<file path="src/rtl/branch_resolve_ctrl_if.sv">
// Branch resolution bus between the ID-stage decoder (master) and the resolve controller (slave).
// Stats outputs br_count/taken_count exist only when BR_STATS_EN is defined.
interface branch_resolve_ctrl_if;
    // Handshake: br_valid means a decoded branch sits in ID and stays asserted
    // until the controller resolves it (br_done). operand_ready is the "ready"
    // half: while it is low, the controller holds the pipeline with stall_id and
    // waits. Dropping br_valid before resolution withdraws the branch.
    logic        br_valid;
    logic [2:0]  br_type;
    logic        operand_ready;
    logic        EQUAL;
    logic        NotEQUAL;
    logic        IsBiggerThanZero;
    logic        IsLessThanZero;
    logic        IsZero;
    logic [31:0] br_target;

    logic        stall_id;
    logic        flush_if;
    logic        pc_src;
    logic [31:0] pc_branch;
    logic        br_done;
    logic        br_taken;
    logic        bad_type;
    logic        wait_timeout;
    logic [1:0]  dbg_state;
`ifdef BR_STATS_EN
    logic [15:0] br_count;
    logic [15:0] taken_count;
`endif

    modport master (
        output br_valid, br_type, operand_ready,
        output EQUAL, NotEQUAL, IsBiggerThanZero, IsLessThanZero, IsZero,
        output br_target,
        input  stall_id, flush_if, pc_src, pc_branch,
        input  br_done, br_taken, bad_type, wait_timeout, dbg_state
`ifdef BR_STATS_EN
        , input br_count, taken_count
`endif
    );

    modport slave (
        input  br_valid, br_type, operand_ready,
        input  EQUAL, NotEQUAL, IsBiggerThanZero, IsLessThanZero, IsZero,
        input  br_target,
        output stall_id, flush_if, pc_src, pc_branch,
        output br_done, br_taken, bad_type, wait_timeout, dbg_state
`ifdef BR_STATS_EN
        , output br_count, taken_count
`endif
    );
endinterface

</file>
<file path="src/rtl/branch_resolve_ctrl.sv">
// ID-stage branch resolution controller: waits for forwarded operands, resolves in one cycle,
// redirects the PC. Optional branch statistics counters are enabled by defining BR_STATS_EN.
module branch_resolve_ctrl #(
    parameter int unsigned WAIT_MAX = 3
) (
    input logic                  clk,
    input logic                  rst,
    branch_resolve_ctrl_if.slave bus
);
    typedef enum logic [1:0] {
        IDLE    = 2'd0,
        WAIT    = 2'd1,
        RESOLVE = 2'd2
    } state_t;

    localparam logic [3:0] WAIT_LIM = 4'(WAIT_MAX);

    state_t      state_q, state_d;
    logic [3:0]  wait_cnt_q, wait_cnt_d;
    logic        timeout_q;
    logic        timeout_set;
    logic        load_target;
    logic [31:0] pc_branch_q;
    logic        taken;
    logic        illegal;
    logic        in_resolve;

    always_ff @(posedge clk) begin
        if (rst) begin
            state_q     <= IDLE;
            wait_cnt_q  <= 4'd0;
            timeout_q   <= 1'b0;
            pc_branch_q <= 32'd0;
        end else begin
            state_q    <= state_d;
            wait_cnt_q <= wait_cnt_d;
            if (timeout_set) timeout_q <= 1'b1;
            if (load_target) pc_branch_q <= bus.br_target;
        end
    end

    always_comb begin
        state_d     = state_q;
        wait_cnt_d  = wait_cnt_q;
        timeout_set = 1'b0;
        load_target = 1'b0;
        case (state_q)
            IDLE: begin
                // Clearing here also covers the clear-on-entry into WAIT.
                wait_cnt_d = 4'd0;
                if (bus.br_valid) begin
                    if (bus.operand_ready) begin
                        state_d     = RESOLVE;
                        load_target = 1'b1;
                    end else begin
                        state_d = WAIT;
                    end
                end
            end
            WAIT: begin
                if (!bus.br_valid) begin
                    state_d = IDLE;
                end else if (bus.operand_ready) begin
                    state_d     = RESOLVE;
                    load_target = 1'b1;
                end else begin
                    if (wait_cnt_q != 4'hF) wait_cnt_d = wait_cnt_q + 4'd1;
                    if (wait_cnt_d == WAIT_LIM) timeout_set = 1'b1;
                end
            end
            RESOLVE: state_d = IDLE;
            default: state_d = IDLE;
        endcase
    end

    // Flags and br_type are sampled live during the RESOLVE cycle.
    always_comb begin
        taken   = 1'b0;
        illegal = 1'b0;
        case (bus.br_type)
            3'd0:    taken = bus.EQUAL;
            3'd1:    taken = bus.NotEQUAL;
            3'd2:    taken = bus.IsBiggerThanZero;
            3'd3:    taken = bus.IsLessThanZero;
            3'd4:    taken = bus.IsLessThanZero | bus.IsZero;
            3'd5:    taken = !bus.IsLessThanZero;
            default: illegal = 1'b1;
        endcase
    end

    assign in_resolve       = (state_q == RESOLVE);
    assign bus.stall_id     = ((state_q == IDLE) && bus.br_valid) || (state_q == WAIT);
    assign bus.br_done      = in_resolve;
    assign bus.br_taken     = in_resolve & taken;
    assign bus.pc_src       = in_resolve & taken;
    assign bus.flush_if     = in_resolve & taken;
    assign bus.bad_type     = in_resolve & illegal;
    assign bus.pc_branch    = pc_branch_q;
    assign bus.wait_timeout = timeout_q;
    assign bus.dbg_state    = state_q;

`ifdef BR_STATS_EN
    logic [15:0] br_count_q;
    logic [15:0] taken_count_q;

    always_ff @(posedge clk) begin
        if (rst) begin
            br_count_q    <= 16'd0;
            taken_count_q <= 16'd0;
        end else begin
            if (bus.br_done) br_count_q <= br_count_q + 16'd1;
            if (bus.br_done && bus.br_taken) taken_count_q <= taken_count_q + 16'd1;
        end
    end

    assign bus.br_count    = br_count_q;
    assign bus.taken_count = taken_count_q;
`endif
endmodule

</file>
<file path="src/flat_wrapper.sv">
// flat-port wrapper written by rule: the top's interface ports become plain ports
module branch_resolve_ctrl_flat 
#(
    parameter int unsigned WAIT_MAX = 3
)
  (clk, rst, bus_br_valid, bus_br_type, bus_operand_ready, bus_EQUAL, bus_NotEQUAL, bus_IsBiggerThanZero, bus_IsLessThanZero, bus_IsZero, bus_br_target, bus_stall_id, bus_flush_if, bus_pc_src, bus_pc_branch, bus_br_done, bus_br_taken, bus_bad_type, bus_wait_timeout, bus_dbg_state);
  branch_resolve_ctrl_if bus_i ();
  input logic clk;
  input logic rst;
  input wire logic [$bits(bus_i.br_valid)-1:0] bus_br_valid;
  input wire logic [$bits(bus_i.br_type)-1:0] bus_br_type;
  input wire logic [$bits(bus_i.operand_ready)-1:0] bus_operand_ready;
  input wire logic [$bits(bus_i.EQUAL)-1:0] bus_EQUAL;
  input wire logic [$bits(bus_i.NotEQUAL)-1:0] bus_NotEQUAL;
  input wire logic [$bits(bus_i.IsBiggerThanZero)-1:0] bus_IsBiggerThanZero;
  input wire logic [$bits(bus_i.IsLessThanZero)-1:0] bus_IsLessThanZero;
  input wire logic [$bits(bus_i.IsZero)-1:0] bus_IsZero;
  input wire logic [$bits(bus_i.br_target)-1:0] bus_br_target;
  output wire logic [$bits(bus_i.stall_id)-1:0] bus_stall_id;
  output wire logic [$bits(bus_i.flush_if)-1:0] bus_flush_if;
  output wire logic [$bits(bus_i.pc_src)-1:0] bus_pc_src;
  output wire logic [$bits(bus_i.pc_branch)-1:0] bus_pc_branch;
  output wire logic [$bits(bus_i.br_done)-1:0] bus_br_done;
  output wire logic [$bits(bus_i.br_taken)-1:0] bus_br_taken;
  output wire logic [$bits(bus_i.bad_type)-1:0] bus_bad_type;
  output wire logic [$bits(bus_i.wait_timeout)-1:0] bus_wait_timeout;
  output wire logic [$bits(bus_i.dbg_state)-1:0] bus_dbg_state;
  assign bus_i.br_valid = bus_br_valid;
  assign bus_i.br_type = bus_br_type;
  assign bus_i.operand_ready = bus_operand_ready;
  assign bus_i.EQUAL = bus_EQUAL;
  assign bus_i.NotEQUAL = bus_NotEQUAL;
  assign bus_i.IsBiggerThanZero = bus_IsBiggerThanZero;
  assign bus_i.IsLessThanZero = bus_IsLessThanZero;
  assign bus_i.IsZero = bus_IsZero;
  assign bus_i.br_target = bus_br_target;
  assign bus_stall_id = bus_i.stall_id;
  assign bus_flush_if = bus_i.flush_if;
  assign bus_pc_src = bus_i.pc_src;
  assign bus_pc_branch = bus_i.pc_branch;
  assign bus_br_done = bus_i.br_done;
  assign bus_br_taken = bus_i.br_taken;
  assign bus_bad_type = bus_i.bad_type;
  assign bus_wait_timeout = bus_i.wait_timeout;
  assign bus_dbg_state = bus_i.dbg_state;
  branch_resolve_ctrl #(.WAIT_MAX(WAIT_MAX)) u_core (.clk(clk), .rst(rst), .bus(bus_i));
endmodule
</file>
<file path="config.mk">
export PLATFORM = sky130hd
export DESIGN_NAME = branch_resolve_ctrl_flat
export DESIGN_NICKNAME = d
export VERILOG_FILES = /design/src/rtl/branch_resolve_ctrl_if.sv /design/src/rtl/branch_resolve_ctrl.sv /design/src/flat_wrapper.sv
export SDC_FILE = /design/constraint.sdc
export NUM_CORES = 1
export LEC_CHECK = 0
export CAP_MARGIN = 40
export CORE_UTILIZATION = 38
export CTS_CLUSTER_SIZE = 28
export DETAILED_ROUTE_END_ITERATION = 6
export PLACE_DENSITY = 0.79
export SLEW_MARGIN = 15
export SYNTH_ARGS = -nofsm -noshare
export SYNTH_HDL_FRONTEND = slang
export SYNTH_SLANG_ARGS = --single-unit
</file>
<file path="constraint.sdc">
create_clock -name clk -period 1.5 [get_ports clk]
set_input_delay 0.225 -clock clk [delete_from_list [all_inputs] [get_ports clk]]
set_output_delay 0.225 -clock clk [all_outputs]
set_load 0.02 [all_outputs]
</file>
==> impl_metrics.json <==
{
  "synth_area_per_cell_um2": 8.21,
  "r2r_start": "u_core.wait_cnt_q[0]",
  "crit_required_ns": 1.27,
  "grt_use_total": 0.199,
  "crit_end": "bus_br_taken",
  "grt_max_degree": 26,
  "final_nets": 323,
  "clk_latency_ns": 0.28,
  "place_ws_ns": -0.790,
  "die_area_um2": 4270,
  "crit_path_end_kind": "output pin",
  "p_per_area_nw_per_um2": 913,
  "r2r_cells": 4,
  "worst_setup_path_start_kind": "input port",
  "fin_crit_sh": 0.987,
  "slew_headroom": 0.813,
  "antennaDiodeCount": 0,
  "final_cells": 327,
  "routed.top_layer": "met4",
  "die_h_um": 65.4,
  "wire_per_inst_um": 12.7,
  "clk_pin_slew_ns": 0.07,
  "worst_pin_slew_ns": 0.280,
  "ir_worst_vdd_uv": 679,
  "grt_overflow": 0,
  "ys_seq_area_frac": 0.511,
  "die_x_um": 65.4,
  "core.rowCount": 22,
  "hold_ws_ns": 0.453,
  "fmax_ghz": 0.676,
  "ys_types": 28,
  "wirelength_mm": 4.14,
  "dp_hpwl_mm": 3.05,
  "drt_iter0_drc": 77,
  "cp_slowest_cell": "mux4_2",
  "rsz0062_at_grt": "false",
  "avgViaCountPerCell": 4.80,
  "htreeDepth": 2,
  "postCtsSetupBuffers": 0,
  "initial_core_util": 0.408,
  "grt_pass1_wl_mm": 6.54,
  "ios": 85,
  "routabilityCongestion": 0.727,
  "synth_most_common_cell": "nand2_1",
  "path_cells": "dlygate4sd2_1 -> mux4_2 -> nand2b_4 -> a21boi_4 -> buf_6",
  "io_buffers": 84,
  "p_total_mw": 2.41,
  "num_vias": 1570,
  "post_dp_cell_area_um2": 2500,
  "path_class": "in2out",
  "clockBufferDepth": 2,
  "synth_warnings": 0,
  "numCtsBuffers": 5,
  "grt_antenna_before_repair": 0,
  "cts_tree": "yes",
  "yosysTopAreaCell": "dfxtp_1",
  "final_cell_area_um2": 2640,
  "utilization": 0.705,
  "ant_nets": 0,
  "synth-seq-cells": 39,
  "clock_skew_ns": 0.00130,
  "r2r_end": "u_core.wait_cnt_q[0]",
  "setup_viol": 0,
  "layout-drive-gt1-share": 0.140,
  "synth.area.top_cells": "dfxtp_1 51%, nand2_1 16%, a21oi_1 12%",
  "worstPathMaxFanout": 3,
  "startpoint": "bus_EQUAL",
  "synth_top_area_frac": 0.511,
  "syn_area_um2": 1530,
  "drcViolationCount": 0,
  "final.setup.tns_ns": 0,
  "fillers": 323,
  "cts_sinks": 39,
  "min_period_ns": 1.48,
  "synthFlopType": "dfxtp_1",
  "first_pass_iters": 4,
  "r2r_slack_ns": 0.07,
  "first_global_vias": 1502,
  "worstHoldPathType": "reg2reg",
  "worstPathArrival_ns": 1.26,
  "syn_inst": 186,
  "hold_violations": 0,
  "wl_met2_mm": 2.19,
  "cap_violations": 0,
  "dp.cells": 319,
  "outcome": "complete, no violations",
  "design.core.area_um2": 3740,
  "drv_slew": 0,
  "cpPeakStageDelay_ns": 0.48,
  "cts_root_buffer": "clkbuf_8",
  "area_growth_pct": 73.0,
  "synthArstFlopShare": 0,
  "syn_nets": 231,
  "power_leakage_nw": 1.12,
  "synthTopCellsByCount": "65 x nand2_1, 39 x dfxtp_1, 36 x a21oi_1",
  "dr_wl_met3_um": 309,
  "synth_edf_count": 0,
  "setup_slack_ns": 0.0199,
  "wl_met1_mm": 1.60
}
-- placed cells by master, fill, tap and decap left out, drive strengths merged --
cell / count
nand2: 65
clkdlybuf4s50: 62
dfxtp: 39
a21oi: 36
buf: 19
clkbuf: 9
dlygate4sd2: 7
dlymetal6s2s: 7
nand2b: 4
nor2: 3
a211oi: 3
o21ai: 2
inv: 2
nand3: 2
o32ai: 2
nor2b: 1
o311ai: 1
mux4: 1
a21boi: 1
and3: 1
and3b: 1
nand3b: 1
and4bb: 1
mux2i: 1
a21bo: 1
nor4b: 1
xor2: 1
or3: 1
a41oi: 1
ha: 1
bufinv: 1
clkinv: 1
-- how the worst min path moves through the flow --
| stage | startpoint | to | slack (ns) | cells after the start |
|---|---|---|---|---|
| floorplan | bus_operand_ready | u_core.bus.dbg_state[0] | 0.30 | 1 |
| global placement | u_core.bus.pc_branch[17] | u_core.bus.pc_branch[17] | 0.44 | 2 |
| detailed placement | u_core.bus.pc_branch[14] | u_core.bus.pc_branch[14] | 0.45 | 2 |
| CTS | u_core.bus.pc_branch[24] | u_core.bus.pc_branch[24] | 0.46 | 2 |
| global route | u_core.bus.pc_branch[0] | u_core.bus.pc_branch[0] | 0.47 | 2 |
| finish | u_core.bus.pc_branch[5] | u_core.bus.pc_branch[5] | 0.45 | 2 |
-- layer usage --
metal,up-vias,GRT usage
met5,-,0
met4,0,0.0516
met3,5,0.0851
met2,45,0.370
met1,716,0.202
li1,804,-
-- critical path: cells and delay by family --
kind | cells | cell delay (ns)
muxes | 1 | 0.48
buffers and inverters | 2 | 0.38
and+or+nand+nor | 1 | 0.10
AOI/OAI and AO/OA | 1 | 0.07
-- power by group --
group / internal [mW] / switching [mW] / leakage, nW / total (mW)
clock network: 0.538 / 0.348 / 0.0612 / 0.886
logic: 0.234 / 0.193 / 0.740 / 0.427
registers: 1.08 / 0.0201 / 0.318 / 1.10
-- flip-flops by register name, indices dropped and copies added (netlist names) --
name,cells
u_core.bus.pc_branch,32
u_core.bus.wait_timeout,1
u_core.bus.dbg_state,2
u_core.wait_cnt_q,4
-- repair_timing --
item / 4_1_cts / 5_1_grt
setup endpoints to repair: 8 / 15
pin swaps: 1 / 0
hold buffers: 0 / 0
resized for setup: 41 / 14
-- final cells by class --
| cell class | instances | area (um^2) | area share |
|---|---|---|---|
| sequential | 39 | 781 | 0.296 |
| tap | 48 | 60.1 | 0.0227 |
| inverter | 2 | 7.51 | 0.00284 |
| timing repair buffer | 98 | 958 | 0.363 |
| clock buffer | 6 | 82.6 | 0.0313 |
| multi-input combinational | 132 | 716 | 0.271 |
| clock inverter | 2 | 35.0 | 0.0133 |
-- cells by family after synthesis --
| kind of cell | count (synthesis) | share of synthesized area |
|---|---|---|
| adder cells (fa/ha/maj) | 1 | 0.00820 |
| multiplexers | 2 | 0.0213 |
| flip-flops | 39 | 0.511 |
| XOR/XNOR | 1 | 0.00574 |
| AND/OR/NAND/NOR | 81 | 0.227 |
| buffers and inverters | 15 | 0.0525 |
| AO/OA/AOI/OAI | 47 | 0.174 |
No activity file was read; power rests on OpenSTA's default activity.
